`config.mk`:
```
export PLATFORM = sky130hd
export DESIGN_NAME = imm_gen_pipe
export DESIGN_NICKNAME = d
export VERILOG_FILES = /design/src/rtl/imm_gen_pipe.sv
export SDC_FILE = /design/constraint.sdc
export NUM_CORES = 1
export LEC_CHECK = 0
export ABC_AREA = 1
export CELL_PAD_IN_SITES_DETAIL_PLACEMENT = 1
export CELL_PAD_IN_SITES_GLOBAL_PLACEMENT = 1
export CORE_ASPECT_RATIO = 0.9
export CORE_UTILIZATION = 40
export CTS_BUF_LIST = sky130_fd_sc_hd__clkbuf_8
export DETAILED_ROUTE_END_ITERATION = 6
export PLACE_DENSITY = 0.94
export SYNTH_ARGS = -nofsm -noshare
export SYNTH_HDL_FRONTEND = slang
export SYNTH_SLANG_ARGS = --single-unit
```
`constraint.sdc`:
```
create_clock -name i_clk -period 3.9 [get_ports i_clk]
set_input_delay 0.39 -clock i_clk [delete_from_list [all_inputs] [get_ports i_clk]]
set_output_delay 0.39 -clock i_clk [all_outputs]
set_load 0.02 [all_outputs]
```
`src/rtl/imm_gen_pipe.sv`:
```
// Registered RV immediate generator with a 2-entry elastic (main + skid) buffer,
// sideband tag, flush and a saturating illegal-instruction counter.
module imm_gen_pipe #(
  parameter int unsigned XLEN     = 64,
  parameter int unsigned PRESHIFT = 1,
  parameter int unsigned TAG_W    = 8
) (
  input  logic             i_clk,
  input  logic             i_rst_n,
  input  logic             i_valid,
  output logic             o_ready,
  input  logic [31:0]      i_instr,
  input  logic [TAG_W-1:0] i_tag,
  input  logic             i_flush,
  output logic             o_valid,
  input  logic             i_ready,
  output logic [XLEN-1:0]  o_imm,
  output logic [2:0]       o_fmt,
  output logic             o_illegal,
  output logic [TAG_W-1:0] o_tag,
  output logic [15:0]      o_illegal_cnt
);

  localparam logic [2:0] FmtI     = 3'd0;
  localparam logic [2:0] FmtShamt = 3'd1;
  localparam logic [2:0] FmtS     = 3'd2;
  localparam logic [2:0] FmtB     = 3'd3;
  localparam logic [2:0] FmtU     = 3'd4;
  localparam logic [2:0] FmtJ     = 3'd5;
  localparam logic [2:0] FmtNone  = 3'd6;

  localparam logic [6:0] OpLoad   = 7'b0000011;
  localparam logic [6:0] OpFence  = 7'b0001111;
  localparam logic [6:0] OpImm    = 7'b0010011;
  localparam logic [6:0] OpAuipc  = 7'b0010111;
  localparam logic [6:0] OpImm32  = 7'b0011011;
  localparam logic [6:0] OpStore  = 7'b0100011;
  localparam logic [6:0] OpReg    = 7'b0110011;
  localparam logic [6:0] OpLui    = 7'b0110111;
  localparam logic [6:0] OpReg32  = 7'b0111011;
  localparam logic [6:0] OpBranch = 7'b1100011;
  localparam logic [6:0] OpJalr   = 7'b1100111;
  localparam logic [6:0] OpJal    = 7'b1101111;
  localparam logic [6:0] OpSystem = 7'b1110011;

  typedef struct packed {
    logic [XLEN-1:0]  imm;
    logic [2:0]       fmt;
    logic             ill;
    logic [TAG_W-1:0] tag;
  } entry_t;

  logic [6:0]  opcode;
  logic [2:0]  funct3;
  logic [63:0] imm64;
  logic [63:0] b_off;
  logic [63:0] j_off;
  entry_t      dec;

  entry_t      main_q, main_d, skid_q, skid_d;
  logic        main_valid_q, main_valid_d;
  logic        skid_valid_q, skid_valid_d;
  logic        ready_q, ready_d;
  logic [15:0] cnt_q, cnt_d;
  logic        in_acc, out_xfer;

  assign opcode = i_instr[6:0];
  assign funct3 = i_instr[14:12];

  // Offsets always built as 64-bit sign-extended values; sliced to XLEN at the end.
  assign b_off = {{51{i_instr[31]}}, i_instr[31], i_instr[7], i_instr[30:25],
                  i_instr[11:8], 1'b0};
  assign j_off = {{43{i_instr[31]}}, i_instr[31], i_instr[19:12], i_instr[20],
                  i_instr[30:21], 1'b0};

  // Combinational decode of the incoming instruction word.
  always_comb begin
    imm64   = '0;
    dec.fmt = FmtNone;
    dec.ill = 1'b0;
    dec.tag = i_tag;
    case (opcode)
      OpImm, OpImm32: begin
        if (funct3 == 3'b001 || funct3 == 3'b101) begin
          dec.fmt = FmtShamt;
          // RV64 shift-immediates take a 6-bit shamt; W-ops and RV32 take 5 bits.
          if (XLEN == 64 && opcode == OpImm) imm64 = {58'b0, i_instr[25:20]};
          else                               imm64 = {59'b0, i_instr[24:20]};
        end else begin
          dec.fmt = FmtI;
          imm64   = {{52{i_instr[31]}}, i_instr[31:20]};
        end
      end
      OpLoad, OpJalr, OpFence: begin
        dec.fmt = FmtI;
        imm64   = {{52{i_instr[31]}}, i_instr[31:20]};
      end
      OpStore: begin
        dec.fmt = FmtS;
        imm64   = {{52{i_instr[31]}}, i_instr[31:25], i_instr[11:7]};
      end
      OpBranch: begin
        dec.fmt = FmtB;
        imm64   = (PRESHIFT != 0) ? b_off : {b_off[63], b_off[63:1]};
      end
      OpJal: begin
        dec.fmt = FmtJ;
        imm64   = (PRESHIFT != 0) ? j_off : {j_off[63], j_off[63:1]};
      end
      OpLui, OpAuipc: begin
        dec.fmt = FmtU;
        imm64   = {{32{i_instr[31]}}, i_instr[31:12], 12'b0};
      end
      OpReg, OpReg32, OpSystem: begin
        dec.fmt = FmtNone;
      end
      default: begin
        dec.fmt = FmtNone;
        dec.ill = 1'b1;
      end
    endcase
    dec.imm = imm64[XLEN-1:0];
  end

  // o_ready mirrors "skid empty", so an accepted input always has a free slot.
  assign in_acc   = i_valid & ready_q & ~i_flush;
  assign out_xfer = main_valid_q & i_ready;

  // Buffer steering, ready and counter next-state.
  always_comb begin
    main_d       = main_q;
    main_valid_d = main_valid_q;
    skid_d       = skid_q;
    skid_valid_d = skid_valid_q;
    cnt_d        = cnt_q;
    if (i_flush) begin
      main_valid_d = 1'b0;
      skid_valid_d = 1'b0;
    end else if (!main_valid_q || out_xfer) begin
      if (skid_valid_q) begin
        main_d       = skid_q;
        main_valid_d = 1'b1;
        skid_valid_d = 1'b0;
      end else begin
        main_valid_d = in_acc;
        if (in_acc) main_d = dec;
      end
    end else if (in_acc) begin
      skid_d       = dec;
      skid_valid_d = 1'b1;
    end
    ready_d = ~skid_valid_d;
    if (in_acc && dec.ill && cnt_q != 16'hFFFF) cnt_d = cnt_q + 16'd1;
  end

  // State registers with asynchronous active-low reset.
  always_ff @(posedge i_clk or negedge i_rst_n) begin
    if (!i_rst_n) begin
      main_q       <= '0;
      skid_q       <= '0;
      main_valid_q <= 1'b0;
      skid_valid_q <= 1'b0;
      ready_q      <= 1'b1;
      cnt_q        <= '0;
    end else begin
      main_q       <= main_d;
      skid_q       <= skid_d;
      main_valid_q <= main_valid_d;
      skid_valid_q <= skid_valid_d;
      ready_q      <= ready_d;
      cnt_q        <= cnt_d;
    end
  end

  assign o_ready       = ready_q;
  assign o_valid       = main_valid_q;
  assign o_imm         = main_q.imm;
  assign o_fmt         = main_q.fmt;
  assign o_illegal     = main_q.ill;
  assign o_tag         = main_q.tag;
  assign o_illegal_cnt = cnt_q;

endmodule

```
==> summary.md <==
| Metric | Value |
|---|---|
| Status | `completed` |
| FF+latch count, synth | `between 100 and 150` |
| DRC | `0` |
| Register-to-Register Path Depth | `9` |
| Critical R2R Capture | `skid_q[27]` |
| Critical path endpoint | `o_imm[27]` |
| Worst Setup Path Type | `input port to register` |
| CP Launch Type | `input port` |
| Worst-margin pin slew | `approximately 830 ps` |
| Post-DR wirelength/cell | `16.3 µm` |
| Setup violators final | `0` |
| Synthesized Nets | `slightly below 900` |
| Critical Path AT | `roughly 3000 ps` |
| Cell area after layout | `approximately 7500 µm²` |
| Yosys warning count | `0` |
| Diode count | `0` |
| Share of cells above drive strength 1 | `5.84%` |
| GRT Overall Usage | `about a quarter` |
| Largest net degree at the start of global routing | `just under 70` |
| Fillers | `approximately 1800` |
| DR pass1 iterations | `5` |
| Crit. End Element | `register` |
| Max Cap Violations | `0` |
| Final WS setup | `1320 ps` |
| Core Region | `14700 µm²` |
| Initial Util | `just over 40%` |
| Place WS | `about 990 ps` |
| Num ports | `139` |
| Hold WC Path Type | `input port to asynchronous set/reset pin` |
| Clock Sinks | `~110` |
| Multi-input gate area | `roughly 2800 µm²` |
| 1st-iter DRT viols | `between 200 and 300` |
| Vias | `5820` |
| Via/cell ratio | `~5.3` |
| Final setup skew | `11.6 ps` |
| TritonCTS Buffers | `9` |
| Clk root buf | `clkbuf_8` |
| Die H | `around 120 µm` |
| Nets@finish | `950` |
| TritonCTS clock tree | `built` |
| CTS clk-pin slew, worst paths | `roughly 110 ps` |
| P_int | `about 1900 µW` |
| Psw | `roughly 940 µW` |
| Sw Ratio | `between 30% and 40%` |
| Relative slew slack | `roughly 44%` |
| P per Cell Area | `roughly 380 nW/µm²` |
| Setup TNS | `0 ps` |
| Final Hold Fails | `0` |
| Grt ovf | `0` |
| DP HPWL | `about 13000 µm` |
| Initial antenna violation count | `1` |
| Clock Power Share | `24.3%` |
| RSZ-0062 raised after global routing | `no` |
| IO Port Bufs | `138` |
| Worst-Skew Late Latency | `390 ps` |
| Vias in the first global route | `5868` |
| Htree depth | `3` |
| CP Data Required Time | `about 4200 ps` |
| Post-Place Cell Area | `~7300 µm²` |
| Post-route ant nets | `0` |
| Die X | `around 130 µm` |
| Total setup buffers inserted after CTS | `0` |
| Worst-path maximum fanout | `40` |
| Critical Path Start | `i_instr[6]` |
| Leakage power | `about 0.0037 µW` |
| Seq pwr share | `between 40 and 50%` |
| Total power draw | `approximately 2900 µW` |
| First-pass GRT wire length | `30200 µm` |
| FF/Latch Area | `~2700 µm²` |
| Worst R2R Start | `o_ready` |
| Gp weighted congestion | `about 0.8` |
| Synth unique cells | `33` |
| Post-Syn Area | `approximately 6000 µm²` |
| Cells after Synth | `~820` |
| Reg-to-reg slack, setup | `between 1000 and 1500 ps` |
| Die area | `about 16000 µm²` |
| Final Cycle Share | `between 60 and 70%` |
| Min cycle time layout | `2580 ps` |
| Hold Buf Count CTS | `0` |
| # rows | `42` |
| Fin. max-slew vios | `0` |
| Area Growth Syn to Fin | `23.9%` |
| VDD IR max | `roughly 0.00027 V` |
| Post-CTS Resized | `0` |
| Fmax | `~390 MHz` |
| Avg Cell Area, Syn | `approximately 7.4 µm²` |
| Final WL | `18000 µm` |
| Logic pwr share | `roughly a quarter` |
| Max Buffers Root-to-Sink | `2` |
| Final core occ | `around 51%` |
| Register area share after synthesis | `44.3%` |
-- kinds of logic after synthesis --
group | after synthesis | share of synthesized area, %
simple gates | 496 | 35.5
buf+inv | 118 | 10.1
flops | 107 | 44.3
compound gates | 86 | 8.32
xor+xnor | 11 | 1.59
fa+ha+maj | 1 | 0.207
-- metrics by stage --
step	instances	hold slack (ps)
2_1_floorplan	819	94.4
6_report	1106	68.8
3_5_place_dp	1091	464
4_1_cts	1106	110
5_1_grt	1106	128
3_3_place_gp	1091	460
-- worst max-delay path, cell delays in order --
cell and delay [ps]:
clkdlybuf4s50_1 510, inv_2 160, nand2_1 90, nor2_1 160, nand2_1 140, inv_1 330, nand2_1 180, nand2_4 140
nand2_2 430, nand3_1 220, nand2_1 100, nand2_1 60
-- synth_stat cells --
library cell / number / share of area (%)
o21a_1: 10 / 1.2
inv_2: 6 / 0.37
nand4_1: 24 / 2.5
nand2_1: 250 / 16
a41oi_1: 2 / 0.29
nand2_2: 8 / 0.83
nor3_4: 1 / 0.27
nand3_1: 67 / 5.5
dfrtp_1: 106 / 44
nand2_4: 4 / 0.75
dfstp_2: 1 / 0.43
or2_2: 1 / 0.10
buf_4: 36 / 4.5
ha_1: 1 / 0.21
xnor2_1: 3 / 0.43
inv_1: 41 / 2.5
nor2_1: 128 / 7.9
buf_2: 18 / 1.5
nor2_4: 5 / 0.93
nor2_2: 2 / 0.21
a31oi_1: 30 / 3.1
nor3_1: 3 / 0.25
a21oi_1: 14 / 1.2
nand4_4: 1 / 0.35
clkbuf_1: 12 / 0.75
o21ai_0: 24 / 2.0
nand4_2: 1 / 0.21
buf_1: 4 / 0.25
o21ai_1: 5 / 0.41
xor2_1: 8 / 1.2
a22oi_1: 1 / 0.12
buf_6: 1 / 0.19
nor4_1: 1 / 0.10
-- cell usage in the layout, fill, tap and decap left out, types with 2 or more instances in the layout --
cell type and n:
o21ai_0 24, dfrtp_1 106, a41oi_1 2, nand4_1 24, o21ai_1 5, clkdlybuf4s50_1 137
o21a_1 10, a31oi_1 30, nor2_1 128, nor2_2 2, clkbuf_8 10, nand2_1 249
buf_4 8, nand2_4 4, nor2_4 5, xnor2_1 3, inv_2 6, nand3_1 67
xor2_1 8, a21oi_1 14, nor3_1 3, nand2_2 9, inv_1 42
-- power by group through the flow --
stage	Clock, µW	Sequential (µW)	Combinational (µW)
finish	697	1420	754
global route	755	1440	824
CTS	718	1420	762
detailed placement	0	1430	754
global placement	0	1420	725
floorplan	0	1490	353
-- state kept, by name (all words and copies together) (netlist names) --
name           flops
o_imm             32
o_illegal_cnt     16
o_fmt              3
skid_q            44
o_valid            1
skid_valid_q       1
o_tag              8
o_illegal          1
o_ready            1
-- worst min path at each step --
| stage | depth (start not counted) | end | from | slack (ps) |
|---|---|---|---|---|
| after floorplan | 0 | o_fmt[0] | i_rst_n | 90 |
| after global placement | 2 | skid_q[13] | skid_q[13] | 460 |
| after detailed placement | 2 | o_imm[8] | o_imm[8] | 460 |
| after CTS | 1 | o_imm[13] | i_rst_n | 110 |
| after global routing | 1 | o_imm[13] | i_rst_n | 130 |
| final | 1 | o_imm[13] | i_rst_n | 70 |
-- per-layer routing --
layer,up-vias,GRT usage (%),part of all wire (%)
li1,2769,-,-
met5,-,0,0.061
met4,2,6.18,1.4
met1,2863,31.1,45
met3,22,6.61,6.0
met2,164,39.6,48
-- cell type report --
type	instances	share of cell area (%)
Clock buffer	10	1.84
Clock inverter	5	0.735
Inverter	47	2.36
Multi-Input combinational cell	594	36.9
Sequential cell	107	35.8
Tap cell	198	3.31
Timing Repair Buffer	145	19.1
Note: power is estimated with default switching activity, not from simulation.
